===== src/rtl/mio_kbd_rx_if.sv =====
// ----------------------------------------------------------------------------
// mio_kbd_rx_if
// MIO bus side of the PS/2 keyboard receiver: read strobe in, FIFO head byte,
// occupancy and status flags out.
//   rdn        : active-low read strobe (bus -> receiver)
//   data       : FIFO head byte (receiver -> bus)
//   ready      : FIFO not empty
//   overflow   : sticky, a byte was dropped because the FIFO was full
//   count      : FIFO occupancy, $clog2(FIFO_DEPTH)+1 bits
//   parity_err : sticky, a frame was rejected for bad parity
// Modports: master = bus side, slave = receiver side.
// ----------------------------------------------------------------------------
interface mio_kbd_rx_if #(
    parameter int unsigned FIFO_DEPTH = 8
);
    localparam int unsigned CW = $clog2(FIFO_DEPTH) + 1;

    logic          rdn;
    logic [7:0]    data;
    logic          ready;
    logic          overflow;
    logic [CW-1:0] count;
    logic          parity_err;

    modport master (
        output rdn,
        input  data, ready, overflow, count, parity_err
    );

    modport slave (
        input  rdn,
        output data, ready, overflow, count, parity_err
    );
endinterface


===== src/rtl/mio_kbd_rx.sv =====
// ----------------------------------------------------------------------------
// mio_kbd_rx
// PS/2 keyboard receiver with a first-word fall-through receive FIFO.
// ps2_clk/ps2_data are synchronised, ps2_clk is glitch filtered, and each
// filtered falling edge clocks one frame bit into an 11-bit frame FSM
// (start, 8 data LSB first, odd parity, stop). Accepted bytes go to the FIFO.
//
// Ports:
//   clk      : system clock, all state on rising edge
//   clrn     : asynchronous active-low reset
//   ps2_clk  : asynchronous PS/2 clock line
//   ps2_data : asynchronous PS/2 data line
//   bus      : mio_kbd_rx_if.slave (rdn, data, ready, overflow, count,
//              parity_err)
//
// Configuration:
//   MIO_KBD_PARITY_CHK_EN : when defined, bad-parity frames are dropped and
//                           set parity_err; otherwise parity is ignored and
//                           parity_err is tied low.
// ----------------------------------------------------------------------------
module mio_kbd_rx #(
    parameter int unsigned FIFO_DEPTH = 8,
    parameter int unsigned FILTER_LEN = 8,
    parameter int unsigned TIMEOUT    = 50000
) (
    input  logic        clk,
    input  logic        clrn,
    input  logic        ps2_clk,
    input  logic        ps2_data,
    mio_kbd_rx_if.slave bus
);
    localparam int unsigned AW = $clog2(FIFO_DEPTH);
    localparam int unsigned CW = AW + 1;
    localparam int unsigned FW = $clog2(FILTER_LEN + 1);
    localparam int unsigned WW = $clog2(TIMEOUT + 1);

    localparam logic [FW-1:0] FLT_LAST = FW'(FILTER_LEN - 1);
    localparam logic [WW-1:0] WD_LAST  = WW'(TIMEOUT - 1);
    localparam logic [CW-1:0] CNT_FULL = CW'(FIFO_DEPTH);

    typedef enum logic [1:0] {
        ST_IDLE,
        ST_DATA,
        ST_PARITY,
        ST_STOP
    } state_e;

    // ------------------------------------------------------------------
    // Synchronisers and ps2_clk filter
    // ------------------------------------------------------------------
    logic          clk_meta_q, clk_meta_d, clk_sync_q, clk_sync_d;
    logic          dat_meta_q, dat_meta_d, dat_sync_q, dat_sync_d;
    logic          flt_clk_q, flt_clk_d;
    logic [FW-1:0] flt_cnt_q, flt_cnt_d;
    logic          strobe;

    always_comb begin
        clk_meta_d = ps2_clk;
        clk_sync_d = clk_meta_q;
        dat_meta_d = ps2_data;
        dat_sync_d = dat_meta_q;
    end

    // The filtered level flips once the synchronised sample has differed
    // from it for FILTER_LEN consecutive cycles; any agreeing sample
    // restarts the run. A 1->0 flip is the bit strobe.
    always_comb begin
        flt_clk_d = flt_clk_q;
        flt_cnt_d = flt_cnt_q;
        strobe    = 1'b0;
        if (clk_sync_q == flt_clk_q) begin
            flt_cnt_d = '0;
        end else if (flt_cnt_q == FLT_LAST) begin
            flt_clk_d = clk_sync_q;
            flt_cnt_d = '0;
            strobe    = ~clk_sync_q;
        end else begin
            flt_cnt_d = flt_cnt_q + 1'b1;
        end
    end

    // ------------------------------------------------------------------
    // Frame FSM
    // ------------------------------------------------------------------
    state_e        state_q, state_d;
    logic [7:0]    shift_q, shift_d;
    logic [2:0]    bit_cnt_q, bit_cnt_d;
    logic          par_q, par_d;
    logic [WW-1:0] wdog_q, wdog_d;
    logic          frame_ok;
    logic          par_set;

    always_ff @(posedge clk or negedge clrn) begin
        if (!clrn) state_q <= ST_IDLE;
        else       state_q <= state_d;
    end

    always_comb begin
        state_d = state_q;
        if (strobe) begin
            unique case (state_q)
                ST_IDLE:   if (!dat_sync_q) state_d = ST_DATA;
                ST_DATA:   if (bit_cnt_q == 3'd7) state_d = ST_PARITY;
                ST_PARITY: state_d = ST_STOP;
                ST_STOP:   state_d = ST_IDLE;
                default:   state_d = ST_IDLE;
            endcase
        end else if (state_q != ST_IDLE && wdog_q == WD_LAST) begin
            state_d = ST_IDLE;
        end
    end

    // par_q holds the XOR of the data bits and, by STOP, the parity bit too;
    // odd parity therefore means par_q == 1 at the stop strobe.
    always_comb begin
        frame_ok = 1'b0;
        par_set  = 1'b0;
        if (strobe && state_q == ST_STOP && dat_sync_q) begin
`ifdef MIO_KBD_PARITY_CHK_EN
            frame_ok = par_q;
            par_set  = ~par_q;
`else
            frame_ok = 1'b1;
`endif
        end
    end

`ifndef MIO_KBD_PARITY_CHK_EN
    logic unused_par;
    assign unused_par = par_q;
`endif

    always_comb begin
        shift_d   = shift_q;
        bit_cnt_d = bit_cnt_q;
        par_d     = par_q;
        wdog_d    = (state_q == ST_IDLE || strobe) ? '0 : wdog_q + 1'b1;
        if (strobe) begin
            unique case (state_q)
                ST_IDLE: begin
                    bit_cnt_d = '0;
                    par_d     = 1'b0;
                end
                ST_DATA: begin
                    shift_d   = {dat_sync_q, shift_q[7:1]};
                    bit_cnt_d = bit_cnt_q + 1'b1;
                    par_d     = par_q ^ dat_sync_q;
                end
                ST_PARITY: par_d = par_q ^ dat_sync_q;
                default: ;
            endcase
        end
    end

    // ------------------------------------------------------------------
    // Receive FIFO
    // ------------------------------------------------------------------
    logic          rdn_q, rdn_d;
    logic [AW-1:0] wr_ptr_q, wr_ptr_d, rd_ptr_q, rd_ptr_d;
    logic [CW-1:0] count_q, count_d;
    logic          ovf_q, ovf_d, perr_q, perr_d;
    logic [7:0]    mem_q [FIFO_DEPTH];
    logic          pop, do_push, ovf_set, full;

    always_comb begin
        rdn_d    = bus.rdn;
        full     = (count_q == CNT_FULL);
        pop      = rdn_q & ~bus.rdn & (count_q != '0);
        do_push  = frame_ok & (~full | pop);
        ovf_set  = frame_ok & full & ~pop;
        wr_ptr_d = do_push ? wr_ptr_q + 1'b1 : wr_ptr_q;
        rd_ptr_d = pop ? rd_ptr_q + 1'b1 : rd_ptr_q;
        count_d  = count_q;
        if (do_push && !pop)      count_d = count_q + 1'b1;
        else if (pop && !do_push) count_d = count_q - 1'b1;
        // A set in the same cycle wins over the clear-on-pop.
        ovf_d  = ovf_set ? 1'b1 : (pop ? 1'b0 : ovf_q);
        perr_d = par_set ? 1'b1 : (pop ? 1'b0 : perr_q);
    end

    always_ff @(posedge clk or negedge clrn) begin
        if (!clrn) begin
            clk_meta_q <= 1'b1;
            clk_sync_q <= 1'b1;
            dat_meta_q <= 1'b1;
            dat_sync_q <= 1'b1;
            flt_clk_q  <= 1'b1;
            flt_cnt_q  <= '0;
            shift_q    <= '0;
            bit_cnt_q  <= '0;
            par_q      <= 1'b0;
            wdog_q     <= '0;
            rdn_q      <= 1'b1;
            wr_ptr_q   <= '0;
            rd_ptr_q   <= '0;
            count_q    <= '0;
            ovf_q      <= 1'b0;
            perr_q     <= 1'b0;
        end else begin
            clk_meta_q <= clk_meta_d;
            clk_sync_q <= clk_sync_d;
            dat_meta_q <= dat_meta_d;
            dat_sync_q <= dat_sync_d;
            flt_clk_q  <= flt_clk_d;
            flt_cnt_q  <= flt_cnt_d;
            shift_q    <= shift_d;
            bit_cnt_q  <= bit_cnt_d;
            par_q      <= par_d;
            wdog_q     <= wdog_d;
            rdn_q      <= rdn_d;
            wr_ptr_q   <= wr_ptr_d;
            rd_ptr_q   <= rd_ptr_d;
            count_q    <= count_d;
            ovf_q      <= ovf_d;
            perr_q     <= perr_d;
        end
    end

    // Storage is not reset; the pointers and count define what is valid.
    always_ff @(posedge clk) begin
        if (do_push) mem_q[wr_ptr_q] <= shift_q;
    end

    assign bus.ready      = (count_q != '0);
    assign bus.data       = bus.ready ? mem_q[rd_ptr_q] : '0;
    assign bus.count      = count_q;
    assign bus.overflow   = ovf_q;
`ifdef MIO_KBD_PARITY_CHK_EN
    assign bus.parity_err = perr_q;
`else
    assign bus.parity_err = 1'b0;
    logic unused_perr;
    assign unused_perr = perr_q;
`endif

endmodule


===== src/flat_wrapper.sv =====
// flat-port wrapper written by rule: the top's interface ports become plain ports
module mio_kbd_rx_flat 
#(
    parameter int unsigned FIFO_DEPTH = 8,
    parameter int unsigned FILTER_LEN = 8,
    parameter int unsigned TIMEOUT    = 50000
)
  (clk, clrn, ps2_clk, ps2_data, bus_rdn, bus_data, bus_ready, bus_overflow, bus_count, bus_parity_err);
  mio_kbd_rx_if #(.FIFO_DEPTH(FIFO_DEPTH)) bus_i ();
  input  logic clk;
  input  logic clrn;
  input  logic ps2_clk;
  input  logic ps2_data;
  input wire logic [$bits(bus_i.rdn)-1:0] bus_rdn;
  output wire logic [$bits(bus_i.data)-1:0] bus_data;
  output wire logic [$bits(bus_i.ready)-1:0] bus_ready;
  output wire logic [$bits(bus_i.overflow)-1:0] bus_overflow;
  output wire logic [$bits(bus_i.count)-1:0] bus_count;
  output wire logic [$bits(bus_i.parity_err)-1:0] bus_parity_err;
  assign bus_i.rdn = bus_rdn;
  assign bus_data = bus_i.data;
  assign bus_ready = bus_i.ready;
  assign bus_overflow = bus_i.overflow;
  assign bus_count = bus_i.count;
  assign bus_parity_err = bus_i.parity_err;
  mio_kbd_rx #(.FIFO_DEPTH(FIFO_DEPTH), .FILTER_LEN(FILTER_LEN), .TIMEOUT(TIMEOUT)) u_core (.clk(clk), .clrn(clrn), .ps2_clk(ps2_clk), .ps2_data(ps2_data), .bus(bus_i));
endmodule

===== config.mk =====
export PLATFORM = sky130hd
export DESIGN_NAME = mio_kbd_rx_flat
export DESIGN_NICKNAME = d
export VERILOG_FILES = /design/src/rtl/mio_kbd_rx_if.sv /design/src/rtl/mio_kbd_rx.sv /design/src/flat_wrapper.sv
export SDC_FILE = /design/constraint.sdc
export NUM_CORES = 1
export LEC_CHECK = 0
export ABC_CLOCK_PERIOD_IN_PS = 2600
export CORE_MARGIN = 1.5
export CORE_UTILIZATION = 23
export CTS_CLUSTER_DIAMETER = 50
export DETAILED_ROUTE_END_ITERATION = 6
export GPL_ROUTABILITY_DRIVEN = 0
export PLACE_DENSITY = 0.41
export SETUP_SLACK_MARGIN = 0.5
export SLEW_MARGIN = 20
export SYNTH_ARGS = -nofsm -noshare
export SYNTH_HDL_FRONTEND = slang
export SYNTH_SLANG_ARGS = --single-unit
export TNS_END_PERCENT = 1

===== constraint.sdc =====
create_clock -name clk -period 2.6 [get_ports clk]
set_input_delay 0.26 -clock clk [delete_from_list [all_inputs] [get_ports clk]]
set_output_delay 0.26 -clock clk [all_outputs]
set_load 0.005 [all_outputs]

After elaboration in Yosys (flattened, before gate mapping)
Memory sizes are Yosys's and may differ from the RTL's.
Cells that the tools add are included.

cells by class
  add/subtract/negate cells = 7
  eq/ne operators = 10
  mux-type cells = 19
  bitwise gates (word level) = 11
  reductions and logical operators = 19

operators with widths
  operator                                              number
  adder 16 x 1 -> 16 bit (second input constant)        1
  equality test 16 bit (second input constant)          1
  two-way mux 16 bit                                    1
  two-way mux 4 bit                                     4
  nonzero test 2 bit                                    5
  adder 3 x 1 -> 3 bit (second input constant)          3
  adder 4 x 1 -> 4 bit (second input constant)          2
  two-way mux 2 bit                                     4
  two-way mux 8 bit                                     1
  one-hot mux 2 bit (4 select lines)                    1
  two-way mux 1 bit                                     7
  != test 3 bit (second input constant)                 2
  one-hot mux 3 bit (2 select lines)                    1
  AND reduction 2 bit                                   3
  bitwise AND 1 bit                                     5
  logical AND 1 bit                                     5
  NOT 1 bit                                             5
  equality test 2 bit (second input constant)           2
  equality test 4 x 3 -> 1 bit (second input constant)  1
  equality test 4 bit (second input constant)           1
  nonzero test 4 bit                                    1
  subtractor 4 x 1 -> 4 bit (second input constant)     1
  equality test 3 bit (second input constant)           1
  AND reduction 3 bit                                   1
  6 further kinds                                       7

storage, ports and cells
  flip-flop bits (word level) = 50
  RAM bits = 64
  bits of input ports = 5
  output and inout port bits = 15
  word-level logic and storage cells = 82
  memories kept = 1

memories
  name          depth  bits a word  rd ports  clocked after memory_dff  wr ports  RTL line           RTL
  u_core.mem_q  8      8            1         0                         1         mio_kbd_rx.sv:162  logic [7:0] mem_q [FIFO_DEPTH];

Longest topological paths before layout
Gate-level depths: netlist of run 1.

  depth after elaboration = 11
  depth in mapped cells = 10
  mapped depth without buffers = 10

Least setup slack after synthesis of run 1
OpenSTA, ideal clock, no wires.

  path kind = register to register
  start point = register u_core.count_q[2], in the netlist u_core.bus.count[2]
  end point = register u_core.count_q[3], in the netlist u_core.bus.count[3]
  arrival = 2.542 ns
  data required time = 2.464 ns
  path slack = -0.078 ns
  cell stages (with the launch flop) = 10
  buffers on the path = 0
  path through = dfrtp_1 > nor4_2 > nor2_1 > inv_1 > ha_1 > inv_1 > ha_1 > a21o_1 > a2111oi_0 > o31ai_1

on the way
  longest elaborated chain between the ends = 7
  elaborated cells on any way between the ends = 15

RTL lines
  what                                                       RTL line                              RTL
  start: declaration                                         mio_kbd_rx.sv:160                     logic [CW-1:0] count_q, count_d;
  start signal: assignment                                   mio_kbd_rx.sv:213                     count_q <= count_d;
  nonzero test 4 bit or equality test 4 bit (tied branches)  mio_kbd_rx.sv:168, mio_kbd_rx.sv:167
  bitwise AND 1 bit or NOT 1 bit (tied branches)             mio_kbd_rx.sv:168, mio_kbd_rx.sv:169
  bitwise OR 1 bit                                           mio_kbd_rx.sv:169                     do_push = frame_ok & (~full | pop);
  bitwise AND 1 bit                                          mio_kbd_rx.sv:169
  zero test 1 bit                                            mio_kbd_rx.sv:175                     else if (pop && !do_push) count_d = count_q - 1'b1;
  logical AND 1 bit                                          mio_kbd_rx.sv:175
  nonzero test 2 bit (no source line)                        --

Parallel ways exist; a longest one is shown, timed or not. The select of a mux whose other input is x is not followed.
A chain may end at the register's enable or synchronous reset.

Final worst setup path of run 1
  start point = register u_core.flt_cnt_q[0]
  end point = register u_core.count_q[3], in the netlist u_core.bus.count[3]

on the way
  longest elaborated chain between the ends = 10
  elaborated cells on any way between the ends = 12

RTL lines
  what                                 RTL line           RTL
  start: declaration                   mio_kbd_rx.sv:54   logic [FW-1:0] flt_cnt_q, flt_cnt_d;
  start signal: assignment             mio_kbd_rx.sv:205  flt_cnt_q <= flt_cnt_d;
  equality test 4 x 3 -> 1 bit (*)     mio_kbd_rx.sv:73   end else if (flt_cnt_q == FLT_LAST) begin
  two-way mux 1 bit (*)                mio_kbd_rx.sv:73
  two-way mux 1 bit (*)                mio_kbd_rx.sv:71   if (clk_sync_q == flt_clk_q) begin
  logical AND 1 bit (*) (2 in a row)   mio_kbd_rx.sv:118  if (strobe && state_q == ST_STOP && dat_sync_q) begin
  two-way mux 1 bit (*)                mio_kbd_rx.sv:118
  bitwise AND 1 bit (*)                mio_kbd_rx.sv:169
  net u_core.do_push                   mio_kbd_rx.sv:163  logic pop, do_push, ovf_set, full;
  zero test 1 bit                      mio_kbd_rx.sv:175
  logical AND 1 bit                    mio_kbd_rx.sv:175
  nonzero test 2 bit (no source line)  --

Mark *: on every way through the listed nets, which the timed path passes. The rest lies on a longest branch.

==> flow_summary_export.csv, run 1 <==
group,metric,value,unit
setup_path,cp.arrival,2.63,ns
routing,vias,2843,
setup_path,cp_max_fo,5,
synthesis,ys_async_sr_fraction,0.439,
synthesis,synth-seq-cells,114,
timing,hold_viol_final,0,
timing,worst_pin_slew,0.563,ns
setup_path,r2r-start,"u_core.flt_cnt_q[0]$_DFF_PN0_",
timing,slew_violations,0,
floorplanning,initial_utilization,0.234,
timing,rsz0062_at_grt,"true",
routing,wl_per_cell,14.7,µm
global_routing,grt_pass1_vias,3047,
final_layout,drive_gt1_frac,0.304,
synthesis,ys_top_cells_by_area,"edfxtp_1, dfrtp_1, mux4_2",
timing,fin_crit_sh,0.899,
floorplanning,core-area,0.0210,mm²
floorplanning,dieWidth,149,µm
setup_path,critPathLaunchType,"flop",
timing,fin_crit,2.34,ns
setup_path,crit_top_cell,"ha_2",
final_layout,final_cells,680,
global_routing,antenna_found_initial,0,
clock_tree,clock_latency,0.41,ns
synthesis,synthCells,330,
placement,dp_cells,637,
timing,hold_ws,0.238,ns
clock_tree,cts-root-buf,"clkbuf_16",
placement,numPortBuffers,18,
synthesis,syn-cell-area,0.00491,mm²
final_layout,fin_util,0.303,
routing,drc,0,
final_layout,syn2layout_area_growth,29.2,%
synthesis,seq_area_frac_synth,0.648,
setup_path,r2r-end,"u_core.bus.count[3]$_DFFE_PN0P_",
final_layout,layout_common_cells,"edfxtp_1, dfrtp_1, nor2_1, buf_4, nand2_1",
timing,fmax,0.428,GHz
power,vdd_drop_max,0.428,mV
setup_path,end_kind,"flop",
setup_path,max_stage_delay,0.37,ns
final_layout,fin_area,0.00634,mm²
setup_path,crit_chain,"ha_2 -> nand3b_1 -> a2111oi_4 -> ha_2 -> inv_4 -> ha_4 -> a21o_1 -> a21oi_2 -> mux2i_1 -> o31ai_1",
global_routing,grt_pass1_wl,16600,µm
clock_tree,cts_tree,"built",
routing,via_per_inst,4.18,
synthesis,ys.flop_type,"edfxtp_1",
clock_tree,numCtsBuffers,17,
placement,hpwlAfterDp,6640,µm
floorplanning,ios,20,
timing,postLayoutSetupSlackWorst,0.262,ns
timing,clock_skew,0.00900,ns
setup_path,critical_path_class,"reg2reg",
global_routing,grt_overflow,0,
final_layout,fillCellCount,2127,
final_layout,final_common_cell,"edfxtp_1",
power,power.total,5.54,mW
synthesis,ys_warn_count,0,
global_routing,grt_max_degree,43,
synthesis,synth_top_area_frac,0.391,
timing,setup_viol,0,
clock_tree,cts_num_sinks,114,
synthesis,synth_fp_nets,349,
floorplanning,die_h,149,µm
final_layout,regArea,0.00318,mm²
synthesis,synth.avg_cell_area,14.9,µm²
floorplanning,fp.dieArea,0.0222,mm²
synthesis,yosysTopAreaCell,"edfxtp_1",
global_routing,track_usage,0.100,
final_layout,nets,411,
timing,slew_headroom,0.624,
timing,setup-tns-final,0,ns
hold_path,hold_path.class,"in2async",
synthesis,synth_edf_count,64,
routing,drt_iter0_drc,89,
clock_tree,clock_path_buffers,2,
routing,drtAntennaViolNets,0,
job,max_cap_viol_count,0,
routing,dr.pass1.iters,4,
routing,totalWireLength,10000,µm
clock_tree,htreeDepth,4,
placement,place_ws,0.0638,ns
synthesis,synth.distinct_cells,50,
power,powerDensity,874,mW/mm²
final_layout,multi_input_area,0.00173,mm²
setup_path,rrSetupSlack,0.26,ns
floorplanning,rows,53,
outcome,outcome,"finished clean",
final_layout,diodes,0,
setup_path,worst_path_max_delay_cell,"dfrtp_1",
setup_path,r2r_cells,10,
clock_tree,cts.clk_slew.worst_paths,0.06,ns
setup_path,required,2.89,ns
placement,placed_cell_area,0.00564,mm²
power,p_leak,2.33,nW
[cell families (layout without fill, tap and decap cells)]
group                    Yosys count  after routing  synth area share
AND/OR/NAND/NOR                  102            102             0.109
flip-flops                       114            114             0.648
other                              1              1          0.000764
multiplexers                      38             38             0.121
buffers and inverters             20             95            0.0168
XOR/XNOR                          17             17            0.0303
AO/OA/AOI/OAI                     24             24            0.0375
adder cells (fa/ha/maj)           14             14            0.0372
[registers in the layout, indices dropped and copies added, names as in the netlist, 2 cells and up]
| name | count |
|---|---|
| u_core.shift_q | 8 |
| u_core.bus.count | 4 |
| u_core.wr_ptr_q | 3 |
| u_core.mem_q | 64 |
| u_core.bit_cnt_q | 3 |
| u_core.rd_ptr_q | 3 |
| u_core.flt_cnt_q | 4 |
| u_core.state_q | 2 |
| u_core.wdog_q | 16 |
[worst max-delay path, delay by kind of cell (launching register included)]
kind / cells / cell delay, ns
AO/OA/AOI/OAI: 4 / 0.71
adder cells (fa/ha/maj): 3 / 0.69
multiplexers: 1 / 0.19
buffers and inverters: 1 / 0.06
flip-flops: 1 / 0.37
AND/OR/NAND/NOR: 1 / 0.20
[worst max path at each step]
stage,from,depth (start not counted),to,slack (ns)
global route,u_core.flt_cnt_q[0]$_DFF_PN0_,10,u_core.bus.count[3]$_DFFE_PN0P_,0.07
detailed placement,bus_rdn,10,u_core.bus.count[3]$_DFFE_PN0P_,0.06
global placement,bus_rdn,10,u_core.bus.count[3]$_DFFE_PN0P_,0.11
CTS,u_core.rd_ptr_q[0]$_DFFE_PN0P_,6,bus_data[6],0.25
finish,u_core.flt_cnt_q[0]$_DFF_PN0_,10,u_core.bus.count[3]$_DFFE_PN0P_,0.26
floorplan,u_core.flt_cnt_q[0]$_DFF_PN0_,10,u_core.bus.count[3]$_DFFE_PN0P_,0.25
[metal layers]
layer / up-vias / track usage / wire [µm]
met4: 0 / 0.0416 / 161
met1: 1435 / 0.125 / 4520
met5: - / 0 / 0
li1: 1366 / - / -
met3: 16 / 0.0251 / 250
met2: 26 / 0.166 / 5070
[cell type report]
| cell class | count | area share |
|---|---|---|
| well taps | 275 | 0.0542 |
| repair buffers | 53 | 0.0791 |
| multi-input cells | 196 | 0.273 |
| flip-flops and latches | 114 | 0.502 |
| clock inverters | 14 | 0.0181 |
| inverters | 10 | 0.00631 |
| clock buffers | 18 | 0.0676 |
[cell usage after synthesis (all sizes together), types with 2 or more instances]
cell type / count
nor4: 5
nand4: 4
dfstp: 6
clkbuf: 4
nand2: 21
buf: 6
a21o: 2
nor2: 30
o21ai: 5
mux2: 12
mux4: 16
o211ai: 4
xnor2: 13
ha: 13
nor2b: 2
nand2b: 6
nand3b: 2
dfrtp: 44
a22o: 2
a2111oi: 2
or4: 4
mux2i: 10
nor3: 10
xor2: 4
inv: 10
a21oi: 5
nand3: 9
edfxtp: 64
or3: 2
[what timing repair did]
item                       4_1_cts  5_1_grt
resized for setup               36        0
hold buffers                     1        0
setup buffers                    8        1
gates cloned                     1        0
pin swaps                        4        0
hold endpoints to repair         8        0
setup endpoints to repair       12       84
[where the power goes]
part / internal [mW] / switching [mW] / total [mW]
Combinational: 0.755 / 0.549 / 1.30
Clock: 1.30 / 0.818 / 2.12
Sequential: 1.99 / 0.127 / 2.12
Total: 4.05 / 1.49 / 5.54
(Power assumes the default switching activity.)
==> run 2: changes to the inputs <==
- SLEW_MARGIN: 20 -> 30
==> results of run 2 <==
No change in the layout: final DEF, timing and power equal those of run 1.
==> run 3: changes to the inputs <==
- CORE_MARGIN: 1.5 -> 3
- SLEW_MARGIN: 30 -> default
==> flow_summary_export.csv, run 3 (same netlist as run 1, synthesis figures left out) <==
group,metric,value,unit
clock_tree,cts.clk_slew.worst_paths,0.05,ns
placement,numPortBuffers,18,
setup_path,max_stage_delay,0.37,ns
final_layout,final_common_cell,"edfxtp_1",
power,powerDensity,879,mW/mm²
floorplanning,fp.dieArea,0.0231,mm²
final_layout,top_regs,"u_core.mem_q x64, u_core.wdog_q x16, u_core.shift_q x8",
timing,fin_crit,2.34,ns
routing,drc,0,
global_routing,grt_pass1_wl,16900,µm
clock_tree,clock_path_buffers,2,
final_layout,nets,408,
routing,drtAntennaViolNets,0,
global_routing,grt_overflow,0,
final_layout,final_cells,672,
power,p_int,4.06,mW
power,p_leak,2.33,nW
outcome,outcome,"finished clean",
timing,hold_viol_final,0,
clock_tree,numCtsBuffers,17,
setup_path,crit_chain,"ha_2 -> nand3b_1 -> a2111oi_4 -> ha_2 -> inv_4 -> ha_4 -> a21o_1 -> a21oi_2 -> mux2i_1 -> o31ai_1",
routing,totalWireLength,10100,µm
routing,dr.pass1.iters,4,
final_layout,fin_area,0.00631,mm²
setup_path,cp.arrival,2.61,ns
setup_path,worst_path_max_delay_cell,"dfrtp_1",
power,power.total,5.55,mW
power,switching_share,0.269,
global_routing,track_usage,0.0942,
routing,vias,2856,
final_layout,syn2layout_area_growth,28.6,%
timing,hold_ws,0.268,ns
hold_path,hold_path.class,"in2reg",
timing,clock_skew,0.00751,ns
job,max_cap_viol_count,0,
global_routing,antenna_found_initial,0,
floorplanning,dieWidth,152,µm
setup_path,critical_path_class,"reg2reg",
setup_path,cp_max_fo,5,
floorplanning,initial_utilization,0.238,
timing,slew_violations,0,
timing,rsz0062_at_grt,"true",
placement,dp_cells,627,
power,vdd_drop_max,0.492,mV
final_layout,layout_common_cells,"edfxtp_1, dfrtp_1, nor2_1, buf_4, nand2_1",
timing,setup-tns-final,0,ns
global_routing,grt_max_degree,51,
timing,fmax,0.428,GHz
timing,worst_pin_slew,0.659,ns
routing,drt_iter0_drc,124,
final_layout,drive_gt1_frac,0.301,
floorplanning,core-area,0.0206,mm²
setup_path,required,2.88,ns
timing,slew_headroom,0.561,
floorplanning,rows,52,
power,seq_power_share,0.393,
final_layout,diodes,0,
power,switching_power,1.49,mW
timing,setup_viol,0,
power,clkPwrFrac,0.381,
global_routing,grt_pass1_vias,2983,
clock_tree,cts-root-buf,"clkbuf_16",
clock_tree,clock_latency,0.40,ns
clock_tree,cts_tree,"built",
placement,hpwlAfterDp,6320,µm
clock_tree,htreeDepth,4,
power,power_frac_comb,0.225,
floorplanning,ios,20,
setup_path,crit_top_cell,"ha_2",
final_layout,top_register,"u_core.mem_q",
routing,via_per_inst,4.25,
placement,placed_cell_area,0.00561,mm²
routing,wl_per_cell,15.1,µm
clock_tree,cts_num_sinks,114,
setup_path,critPathLaunchType,"flop",
setup_path,end_kind,"flop",
setup_path,rrSetupSlack,0.26,ns
floorplanning,die_h,152,µm
final_layout,largest_reg_flops,64,
timing,fin_crit_sh,0.898,
[run 3: cell count changes in the layout (fill, tap and decap cells not counted), sizes merged]
cell           delta
clkinv            +4
clkinvlp          -3
buf               -2
clkdlybuf4s15     -2
dlygate4sd2       +1
inv               -1
[run 3: power groups by stage]
stage | combinational (mW) | clock, mW | sequential [mW]
5_1_grt | 1.39 | 2.28 | 2.20
3_3_place_gp | 1.06 | 0 | 2.19
4_1_cts | 1.29 | 2.19 | 2.18
3_5_place_dp | 1.07 | 0 | 2.20
6_report | 1.25 | 2.12 | 2.18
2_1_floorplan | 0.622 | 0 | 2.13
[run 3: area by class of cell]
type / instances / area (µm²)
multi-input combinational: 196 / 1730
clock buffer: 18 / 429
clock inverter: 14 / 116
fill: 2058 / 14300
sequential: 114 / 3180
inverter: 10 / 40.0
timing repair buffer: 50 / 478
tap: 270 / 338
[run 3: through the flow]
step,worst slack [ns],util
2_1_floorplan,0.249,-
3_3_place_gp,0.137,0.272
3_5_place_dp,0.0525,0.272
4_1_cts,0.261,0.306
5_1_grt,0.100,0.306
6_report,0.265,0.306
[run 3: layer usage]
metal,part of all wire,wire (µm),GRT usage
met5,0,0,0
met4,0.010,104,0.0317
met3,0.034,341,0.0319
met2,0.51,5200,0.158
met1,0.44,4500,0.114
[run 3: critical path, delay by kind of cell, from the launching register on]
family,cells,cell delay [ns]
mux,1,0.20
fa+ha+maj,3,0.69
compound gates,4,0.70
buf+inv,1,0.07
flops,1,0.37
simple gates,1,0.18
[run 3: what timing repair did]
item / 4_1_cts / 5_1_grt
endpoints found under the hold margin: 37 / 0
buffers inserted: 10 / 0
gates cloned: 2 / 0
hold buffers: 1 / 0
endpoints found under the setup margin: 12 / 53
gates resized for setup: 30 / 0
pin swaps: 3 / 0
[run 3: worst paths after layout]
path,start,end,cells after the start
max,u_core.flt_cnt_q[0]$_DFF_PN0_,u_core.bus.count[3]$_DFFE_PN0P_,10
min,ps2_clk,u_core.clk_meta_q$_DFF_PN1_,1
max reg2reg,u_core.flt_cnt_q[0]$_DFF_PN0_,u_core.bus.count[3]$_DFFE_PN0P_,10
min reg2reg,u_core.dat_meta_q$_DFF_PN1_,u_core.dat_sync_q$_DFF_PN1_,0
max in group asynchronous,clrn,u_core.bus.count[1]$_DFFE_PN0P_,3
min in group asynchronous,clrn,u_core.wdog_q[6]$_DFF_PN0_,3
